**src/rtl/rtob_write_arbiter.sv**
```systemverilog
// Round-robin write arbiter and flush sequencer in front of one RTOB core write port.
// Several valid/ready requesters share the core's single write interface. Entries
// whose timestamp goes backwards are dropped and reported. A flush request drives
// rtob_flush for a fixed time, then waits a recovery period before traffic resumes.
module rtob_write_arbiter #(
  parameter int NUM_REQ        = 4,
  parameter int FLUSH_CYCLES   = 8,
  parameter int RECOVER_CYCLES = 4,
  parameter int ID_W           = 2
) (
  input  logic                   clk,
  input  logic                   resetn,
  input  logic [NUM_REQ-1:0]     req_valid,
  input  logic [NUM_REQ*128-1:0] req_data,
  output logic [NUM_REQ-1:0]     req_ready,
  input  logic                   flush_req,
  output logic                   flush_busy,
  output logic                   rtob_write,
  output logic [127:0]           rtob_din,
  output logic                   rtob_flush,
  input  logic                   rtob_full,
  output logic [ID_W-1:0]        grant_id,
  output logic                   order_error,
  output logic [127:0]           order_error_data,
  output logic [31:0]            drop_count
);

  typedef enum logic [1:0] {
    ST_RUN     = 2'd0,
    ST_FLUSH   = 2'd1,
    ST_RECOVER = 2'd2
  } state_t;

  localparam logic [7:0] FLUSH_LAST   = 8'(FLUSH_CYCLES - 1);
  localparam logic [7:0] RECOVER_LAST = 8'(RECOVER_CYCLES - 1);

  state_t            state_r, state_next_s;
  logic [7:0]        cnt_r, cnt_next_s;
  logic              flush_start_s;

  logic [ID_W-1:0]   rr_ptr_r;
  logic              have_last_r;
  logic [63:0]       last_ts_r;

  logic              found_hi_s, found_lo_s, found_s;
  logic [ID_W-1:0]   sel_hi_s, sel_lo_s, sel_s;
  logic [127:0]      slice_s;
  logic [63:0]       ts_s;
  logic              accept_ok_s, xfer_s, in_order_s;

  logic              rtob_write_r, rtob_flush_r, flush_busy_r, order_error_r;
  logic [127:0]      rtob_din_r, order_error_data_r;
  logic [ID_W-1:0]   grant_id_r;
  logic [31:0]       drop_count_r;

  // Flush sequencer next state; a flush request in any busy state restarts the flush count.
  always_comb begin
    state_next_s  = state_r;
    cnt_next_s    = cnt_r;
    flush_start_s = 1'b0;
    case (state_r)
      ST_RUN: begin
        if (flush_req) begin
          state_next_s  = ST_FLUSH;
          cnt_next_s    = FLUSH_LAST;
          flush_start_s = 1'b1;
        end else begin
          state_next_s  = ST_RUN;
        end
      end
      ST_FLUSH: begin
        if (flush_req) begin
          cnt_next_s    = FLUSH_LAST;
          flush_start_s = 1'b1;
        end else if (cnt_r == 8'd0) begin
          if (RECOVER_CYCLES == 0) begin
            state_next_s = ST_RUN;
            cnt_next_s   = 8'd0;
          end else begin
            state_next_s = ST_RECOVER;
            cnt_next_s   = RECOVER_LAST;
          end
        end else begin
          cnt_next_s = cnt_r - 8'd1;
        end
      end
      ST_RECOVER: begin
        if (flush_req) begin
          state_next_s  = ST_FLUSH;
          cnt_next_s    = FLUSH_LAST;
          flush_start_s = 1'b1;
        end else if (cnt_r == 8'd0) begin
          state_next_s = ST_RUN;
          cnt_next_s   = 8'd0;
        end else begin
          cnt_next_s = cnt_r - 8'd1;
        end
      end
      default: begin
        state_next_s = ST_RUN;
        cnt_next_s   = 8'd0;
      end
    endcase
  end

  // Flush sequencer state and cycle counter.
  always_ff @(posedge clk or negedge resetn) begin
    if (!resetn) begin
      state_r <= ST_RUN;
      cnt_r   <= 8'd0;
    end else begin
      state_r <= state_next_s;
      cnt_r   <= cnt_next_s;
    end
  end

  // Round-robin pick: first valid above rr_ptr wins, otherwise the first valid at or below it.
  always_comb begin
    found_hi_s = 1'b0;
    found_lo_s = 1'b0;
    sel_hi_s   = '0;
    sel_lo_s   = '0;
    for (int i = 0; i < NUM_REQ; i++) begin
      if (!found_hi_s && req_valid[i] && (i > int'(rr_ptr_r))) begin
        found_hi_s = 1'b1;
        sel_hi_s   = ID_W'(i);
      end else begin
        found_hi_s = found_hi_s;
      end
      if (!found_lo_s && req_valid[i] && (i <= int'(rr_ptr_r))) begin
        found_lo_s = 1'b1;
        sel_lo_s   = ID_W'(i);
      end else begin
        found_lo_s = found_lo_s;
      end
    end
    found_s = found_hi_s | found_lo_s;
    sel_s   = found_hi_s ? sel_hi_s : sel_lo_s;
  end

  // Ready is granted only to the selected requester and only when a write can be taken now.
  always_comb begin
    accept_ok_s = (state_r == ST_RUN) && !rtob_full && !flush_req;
    xfer_s      = found_s && accept_ok_s;
    req_ready   = '0;
    slice_s     = '0;
    for (int i = 0; i < NUM_REQ; i++) begin
      if (sel_s == ID_W'(i)) begin
        req_ready[i] = xfer_s;
        slice_s      = req_data[128*i +: 128];
      end else begin
        req_ready[i] = 1'b0;
      end
    end
    ts_s       = slice_s[127:64];
    in_order_s = !have_last_r || (ts_s >= last_ts_r);
  end

  // Arbitration pointer, ordering history and all registered outputs.
  always_ff @(posedge clk or negedge resetn) begin
    if (!resetn) begin
      rr_ptr_r           <= ID_W'(NUM_REQ - 1);
      have_last_r        <= 1'b0;
      last_ts_r          <= 64'd0;
      rtob_write_r       <= 1'b0;
      rtob_din_r         <= 128'd0;
      rtob_flush_r       <= 1'b0;
      flush_busy_r       <= 1'b0;
      grant_id_r         <= '0;
      order_error_r      <= 1'b0;
      order_error_data_r <= 128'd0;
      drop_count_r       <= 32'd0;
    end else begin
      rtob_flush_r  <= (state_next_s == ST_FLUSH);
      flush_busy_r  <= (state_next_s != ST_RUN);
      rtob_write_r  <= xfer_s && in_order_s;
      order_error_r <= xfer_s && !in_order_s;
      if (xfer_s) begin
        rr_ptr_r   <= sel_s;
        grant_id_r <= sel_s;
      end else begin
        rr_ptr_r   <= rr_ptr_r;
        grant_id_r <= grant_id_r;
      end
      if (flush_start_s) begin
        have_last_r <= 1'b0;
        last_ts_r   <= 64'd0;
      end else if (xfer_s && in_order_s) begin
        have_last_r <= 1'b1;
        last_ts_r   <= ts_s;
        rtob_din_r  <= slice_s;
      end else if (xfer_s) begin
        order_error_data_r <= slice_s;
        if (drop_count_r != 32'hFFFF_FFFF) begin
          drop_count_r <= drop_count_r + 32'd1;
        end else begin
          drop_count_r <= drop_count_r;
        end
      end else begin
        have_last_r <= have_last_r;
      end
    end
  end

  assign rtob_write       = rtob_write_r;
  assign rtob_din         = rtob_din_r;
  assign rtob_flush       = rtob_flush_r;
  assign flush_busy       = flush_busy_r;
  assign grant_id         = grant_id_r;
  assign order_error      = order_error_r;
  assign order_error_data = order_error_data_r;
  assign drop_count       = drop_count_r;

endmodule
```
**config.mk**
```make
export PLATFORM = sky130hd
export DESIGN_NAME = rtob_write_arbiter
export DESIGN_NICKNAME = d
export VERILOG_FILES = /design/src/rtl/rtob_write_arbiter.sv
export SDC_FILE = /design/constraint.sdc
export NUM_CORES = 1
export LEC_CHECK = 0
export ABC_CLOCK_PERIOD_IN_PS = 6300
export CAP_MARGIN = 40
export CORE_AREA = 2 2 314 316
export CTS_CLUSTER_DIAMETER = 100
export DETAILED_ROUTE_END_ITERATION = 8
export DIE_AREA = 0 0 316 318
export PLACE_DENSITY = 0.41
export SETUP_SLACK_MARGIN = 0.1
export SYNTH_ARGS = -nofsm -noshare
export SYNTH_HDL_FRONTEND = slang
export SYNTH_SLANG_ARGS = --single-unit
```
**constraint.sdc**
```tcl
create_clock -name clk -period 6.3 [get_ports clk]
set_clock_uncertainty 0.05 [all_clocks]
set_input_delay 1.89 -clock clk [delete_from_list [all_inputs] [get_ports clk]]
set_output_delay 1.89 -clock clk [all_outputs]
set_load 0.02 [all_outputs]
```
# ---- Word level (Yosys, flattened, before mapping)
# Index checks and enable logic that the tools add are counted.
dict set report totals {
  elab_cells 108
  ff_bits 371
  output_inout_bits 298
}
dict set report classes {
  eq_ne 8
  addsub 2
  n_reduce_logical 35
  order_cmp 7
  muxes 40
  n_bitwise 3
}
# operator n
set op_table {}
lappend op_table {{$mux 128} 4}
lappend op_table {{$mux 64} 2}
lappend op_table {{$ge 64x64->1} 1}
lappend op_table {{$mux 8} 5}
lappend op_table {{$add 32x1->32 const B} 1}
lappend op_table {{$ne 32x32->1 const B} 1}
lappend op_table {{$pmux 8 s3} 1}
lappend op_table {{$mux 1} 18}
lappend op_table {{$mux 2} 9}
lappend op_table {{$logic_and 1x1->1} 16}
lappend op_table {{$logic_not 1->1} 9}
lappend op_table {{$logic_not 8->1} 1}
lappend op_table {{$sub 8x1->8 const B} 1}
lappend op_table {{$eq 2x1->1 const B} 3}
lappend op_table {{$eq 2x2->1 const B} 3}
lappend op_table {{$pmux 2 s3} 1}
lappend op_table {{$gt 2x2->1 const A} 2}
lappend op_table {{$le 2x2->1 const A} 2}
lappend op_table {{$logic_not 2->1} 2}
lappend op_table {{$reduce_and 4->1} 1}
lappend op_table {{$reduce_bool 2->1} 2}
lappend op_table {{$reduce_and 3->1} 1}
lappend op_table {{$reduce_or 3->1} 1}
lappend op_table {{$gt 1x2->1 const A} 1}
lappend op_table {{other kinds (6)} 7}

# ---- Logic depth before layout (Yosys ltp)
dict set report depth {
  ltp_word 24
  depth_mapped 24
}

# ---- Least setup slack after synthesis
# No wires, ideal clock.
dict set report synth_timing {
  path_type {input-to-reg}
  startpoint {in req_valid[3]}
  endpoint {reg order_error_data_r[101] (netlist: order_error_data[101])}
  arrival_ps 5995
  stages 19
  path_buffers 4
  path_slack_ps 130
  path_cell_list {nand2_1 > o32ai_1 > a32o_1 > clkbuf_1 > clkbuf_1 > mux2_2 > o21ai_0 > inv_1 > ha_1 > a21oi_1 > o21ai_0 > a221o_1 > a211o_1 > a2111oi_2 > o311ai_2 > inv_2 > buf_2 > buf_4 > mux2_2}
}
dict set report synth_via {
  elab_chain_len 14
  elab_cells_between_ends 24
  cone_classes {order compare (1); eq/ne (3); mux (9); bitwise (2); reduce/logical (9)}
}
# element line_no
set synth_lines {}
lappend synth_lines {{start, declared} 13} ;# input logic [NUM_REQ-1:0] req_valid,
lappend synth_lines {{$logic_and 1x1->1, on equally long branches (2 in a row)} {130, 124}}
lappend synth_lines {{$mux 2 (tied with other cells)} 130} ;# if (!found_lo_s && req_valid[i] && (i <= int'(rr_ptr_r))) begin
lappend synth_lines {{$mux 2 (*)} 138} ;# sel_s = found_hi_s ? sel_hi_s : sel_lo_s;
lappend synth_lines {{$logic_not 2->1} 148} ;# if (sel_s == ID_W'(i)) begin
lappend synth_lines {{$mux 128 (3 in a row)} 148}
lappend synth_lines {{$mux 128 (*)} 148}
lappend synth_lines {{via slice_s[71]} 47} ;# logic [127:0] slice_s;
lappend synth_lines {{$ge 64x64->1 (*)} 156} ;# in_order_s = !have_last_r || (ts_s >= last_ts_r);
lappend synth_lines {{$logic_or 1x1->1 (*)} 156}
lappend synth_lines {{$logic_and 1x1->1 (*)} 188} ;# end else if (xfer_s && in_order_s) begin
lappend synth_lines {{$not 1->1 (no line) (*)} -}
lappend synth_lines {{$reduce_and 3->1 (no line) (*)} -}
lappend synth_lines {{end signal, assigned} 193} ;# order_error_data_r <= slice_s;
lappend synth_lines {{end, declared} 52} ;# logic [127:0] rtob_din_r, order_error_data_r;
# The timed path passes the listed nets; every way through them passes the cells marked *.
# A chain may end at the register's enable or synchronous reset.

# ---- Worst setup path after layout
dict set report layout_timing {
  startpoint {in req_valid[0]}
  endpoint {reg order_error_data_r[5] (netlist: order_error_data[5])}
}
dict set report layout_via {
  elab_chain_len 24
  elab_cells_between_ends 32
  cone_classes {order compare (1); eq/ne (3); mux (12); bitwise (2); reduce/logical (14)}
}
# element line_no
set layout_lines {}
lappend layout_lines {{$mux 1 (*)} 130}
lappend layout_lines {{$logic_not 1->1} 130}
lappend layout_lines {{$logic_and 1x1->1 (2 in a row)} 130}
lappend layout_lines {{$mux 1} 130}
lappend layout_lines {{$logic_not 1->1} 130}
lappend layout_lines {{$logic_and 1x1->1 (2 in a row)} 130}
lappend layout_lines {{$mux 1} 130}
lappend layout_lines {{$logic_not 1->1} 130}
lappend layout_lines {{(+5 left out)} -}
lappend layout_lines {{$mux 128 (3 in a row)} 148}
lappend layout_lines {{$mux 128 (*)} 148}
lappend layout_lines {{via slice_s[71]} 47}
lappend layout_lines {{$ge 64x64->1 (*)} 156}
lappend layout_lines {{$logic_or 1x1->1 (*)} 156}
lappend layout_lines {{$logic_and 1x1->1 (*)} 188}
lappend layout_lines {{$not 1->1 (no line) (*)} -}
lappend layout_lines {{$reduce_and 3->1 (no line) (*)} -}
# Marked as above.

==> results by stage <==
Place:
- The count of placed standard cells including taps is roughly 4100.
- In this run the tool buffered the top-level ports with ~820 buffer cells.
- The final RePlAce weighted congestion is 0.9099.
- Detailed placement finished with a half-perimeter wire length of about 89000 um.

Clock tree:
- Counting every sink on the clock net gives around 370.
- TritonCTS built the clock tree.
- After clock tree synthesis, the clock-pin slew on the worst setup and hold paths is ~0.06 ns.
- In this run the clock root is driven by a sky130_fd_sc_hd__clkbuf_16.
- The clock latency of the later-clocked register in the worst-skew pair is around 0.6 ns.
- The clock buffer count from CTS is 47.
- In this run the deepest clock path goes through 3 buffers.
- The H-tree was split into 2 levels.

Logic synthesis:
- The average instance in the mapped netlist occupies about 10 sq um.
- The number of nets handed over by synthesis was between 2000 and 3000.
- For this run, asynchronously set or reset flops after synthesis account for 100.0%.
- Yosys printed 0 warnings.
- The number of enable flip-flop cells after synthesis is 0.
- The main flop type after synthesis is sky130_fd_sc_hd__dfrtp_1.
- The sequential fraction of the synthesis area is 47.14%.
- Counting every instance in the synthesized netlist gives approximately 2000.
- The register bit total from synthesis is around 370.
- The distinct cell type count of the synthesized netlist is 59.
- The area of the mapped netlist is about 20000 sq um.

Routing:
- The remaining antenna violation count is 0.
- Wires add up to ~110000 um.
- In the routed layout, each cell is associated on average with a via count of around 4.5.
- The DRC violation count after routing is 0.
- The count of routing violations after the opening detailed-route iteration is a little under 900.
- The count of vias placed by the detailed router is 19390.
- The detail-routed net length per standard cell is between 20 and 30 um.
- The first TritonRoute pass finished after 5 iterations.

Die:
- The number of top-level pins is between 800 and 900.
- The floorplan step defined a die boundary enclosing 100500 sq um.
- The vertical die dimension is between 300 and 400 um.
- The region available for standard cell placement spans 97410 sq um.
- The initial standard-cell utilization of the core is 20.22%.
- The width of the die is ~320 um.
- The placement row count is ~120.

Critical path:
- STA classifies the critical path endpoint as a flip-flop.
- The largest driver fanout on the critical path is 16.
- STA classifies the critical path startpoint as a primary input.
- For the worst setup path, the data arrival time is 6.46 ns.
- STA puts the critical path data required time at roughly 6.7 ns.
- The critical path in this run is classified as primary input to flip-flop.

GRT:
- Entering global routing, the biggest net connects 111 pins.
- The first global-routing pass estimated ~150000 um of wire.
- The global routing usage summed across all routing layers is between 20% and 30%.
- The total global routing overflow is 0.
- The number of global-route vias before repair is ~21000.
- The number of antenna violations at the first check in global routing is 32.

Timing:
- The max-slew violation count is 0.
- The relative max-transition margin is a little under two fifths.
- The total count of hold-check failures in the final report came to 0.
- Setup repair after global routing left no endpoint under its margin.
- The final-report setup violation count is 0.
- At the pin with the least slew margin, the transition time is around 0.94 ns.
- The setup total negative slack is 0 ns.
- The final period utilization is a little over nine tenths.
- Hold is met by about 0.43 ns.
- For this run, the top clock speed supported by timing is about 170 MHz.
- The worst path needs between 6 and 7 ns of the cycle, external delays included.

Job:
- The reported max-cap violation count is 0.

Power and ir drop:
- The sum of internal, switching and leakage power is between 10 and 15 mW.
- VDD sags by at most around 0.22 mV.
- In this run the static leakage power is approximately 15 nW.
- In this run the power density over the cells is 299.7 nW/um^2.

Cells and area:
- The non-filler instance count after layout is approximately 4300.
- The number of nets in the final layout is 3526.
- The count of filler cells inserted in the layout is between 9000 and 10000.
- The area growth from synthesis to layout is 70.75%.
- The fraction of layout instances using a drive strength above 1 is 21.49%.

Run status:
- The flow ran to the end, and the final reports show no timing, DRC or antenna violations.

Min path:
- The worst hold path belongs to the class flip-flop to flip-flop.
metrics by stage:
step | util, % | setup slack, ns | instance area, sq um
after global routing | 34.52 | 0.09266 | 33630
final | 34.53 | 0.2669 | 33640
after global placement | 31.89 | -1.353 | 31060
after detailed placement | 31.89 | -1.361 | 31060
after CTS | 34.19 | 0.1018 | 33310
after floorplan | - | 0.1299 | 19700
where the power goes:
group / switching [mW] / internal, mW / leakage (nW)
Sequential: 0.186 / 2.67 / 5.02
Clock: 1.12 / 1.67 / 0.780
Combinational: 2.40 / 2.03 / 9.03
cell families after synthesis:
family	count (synthesis)	share of synthesized area, %
compound gates	609	19.06
flops	371	47.14
simple gates	369	8.244
mux	256	14.61
buf+inv	245	5.227
fa+ha+maj	67	4.255
xor+xnor	33	1.467
synthesized netlist by cell type (all sizes together), types with 2 or more instances:
cell	count	area (sq um)
dfrtp	369	9234
mux2	225	2567
nand2	210	788.3
o21ai	185	925.9
a21oi	182	922.1
inv	107	404.1
clkbuf	95	356.6
a21o	78	585.6
ha	67	838.3
a22o	63	551.8
nor2	56	210.2
buf	43	269.0
xor2	32	280.3
mux2i	31	310.3
o21a	30	225.2
a22oi	25	187.7
o22ai	25	156.4
nand3	20	100.1
nor3	20	100.1
nand4	18	112.6
nor4	12	75.07
and4	6	52.55
a221oi	4	35.03
and2	4	25.03
and3	4	25.02
nand2b	4	25.02
nor2b	3	18.77
nor4b	3	26.28
a221o	2	20.02
dfstp	2	52.55
nor3b	2	15.01
o221ai	2	17.52
o22a	2	17.52
o32ai	2	17.52
or2	2	12.51
or3	2	12.51
timing repair:
| action | in CTS | in global routing |
|---|---|---|
| gates cloned | 4 | 0 |
| setup endpoints to repair | 356 | 296 |
| buffers inserted | 26 | 7 |
| pin swaps | 17 | 25 |
| hold buffers | 0 | 0 |
| resized for setup | 84 | 55 |
routing by layer:
| layer | up-vias | track usage [%] | part of all wire [%] |
|---|---|---|---|
| met1 | 9596 | 24.91 | 40 |
| met2 | 700 | 38.70 | 51 |
| met5 | - | 0 | 0.12 |
| li1 | 8943 | - | - |
| met4 | 22 | 4.813 | 2.0 |
| met3 | 128 | 5.882 | 7.2 |
placed cells by master, fill, tap and decap left out, drive strengths merged, types with 8 or more instances in the layout:
cell / instances
clkinv: 8
buf: 267
a22o: 63
diode: 12
nor4: 12
a21oi: 182
nand3: 20
o22ai: 25
clkdlybuf4s50: 809
dfrtp: 369
clkbuf: 75
o21ai: 185
ha: 67
nand4: 18
a22oi: 25
mux2: 225
o21a: 30
nand2: 210
nor3: 20
mux2i: 31
inv: 107
xor2: 32
nor2: 56
a21o: 78
flip-flops by register name (all words and copies together), names as in the netlist:
register	flops
drop_count	32
rr_ptr_r	2
flush_busy	1
rtob_flush	1
order_error_data	128
last_ts_r	64
rtob_din	128
grant_id	2
cnt_r	8
rtob_write	1
state_r	2
have_last_r	1
order_error	1
critical path, stage by stage:
cell and delay, ns:
sky130_fd_sc_hd__buf_2 0.13, sky130_fd_sc_hd__buf_4 0.15, sky130_fd_sc_hd__inv_1 0.06, sky130_fd_sc_hd__o21ai_1 0.07
sky130_fd_sc_hd__a221o_4 0.47, sky130_fd_sc_hd__buf_12 0.17, sky130_fd_sc_hd__mux2i_1 0.18, sky130_fd_sc_hd__nand2_1 0.08
sky130_fd_sc_hd__o21ai_2 0.05, sky130_fd_sc_hd__buf_4 0.14, sky130_fd_sc_hd__clkinvlp_4 0.16, sky130_fd_sc_hd__ha_4 0.25
sky130_fd_sc_hd__a21oi_1 0.12, sky130_fd_sc_hd__o21ai_0 0.10, sky130_fd_sc_hd__a221o_1 0.33, sky130_fd_sc_hd__a211o_1 0.29
sky130_fd_sc_hd__a2111oi_4 0.45, sky130_fd_sc_hd__buf_4 0.20, sky130_fd_sc_hd__o311ai_4 0.10, sky130_fd_sc_hd__bufinv_8 0.22
sky130_fd_sc_hd__buf_12 0.10, sky130_fd_sc_hd__buf_12 0.13, sky130_fd_sc_hd__buf_12 0.11, sky130_fd_sc_hd__buf_12 0.11
sky130_fd_sc_hd__mux2_2 0.33
cell type report:
type / count / area, sq um / share of cell area (%)
flip-flops and latches: 371 / 9286 / 27.61
well taps: 1287 / 1610 / 4.787
clock inverters: 14 / 166.4 / 0.4947
multi-input cells: 1334 / 9857 / 29.30
diodes: 12 / 30.03 / 0.08927
inverters: 107 / 426.7 / 1.268
repair buffers: 1078 / 10840 / 32.23
clock buffers: 74 / 1419 / 4.218
path summary, 6_finish.rpt:
check                        startpoint                   to  slack [ns]  cells past startpoint
max                        req_valid[0]  order_error_data[5]        0.27                     25
min                        rtob_din[92]         rtob_din[92]        0.43                      2
max reg2reg                 rr_ptr_r[1]  order_error_data[5]        1.06                     23
min reg2reg                rtob_din[92]         rtob_din[92]        0.43                      2
max in group asynchronous        resetn         rtob_din[23]        3.66                      2
min in group asynchronous        resetn        rtob_din[118]        1.31                      1
Note: power is estimated with default switching activity, not from simulation.
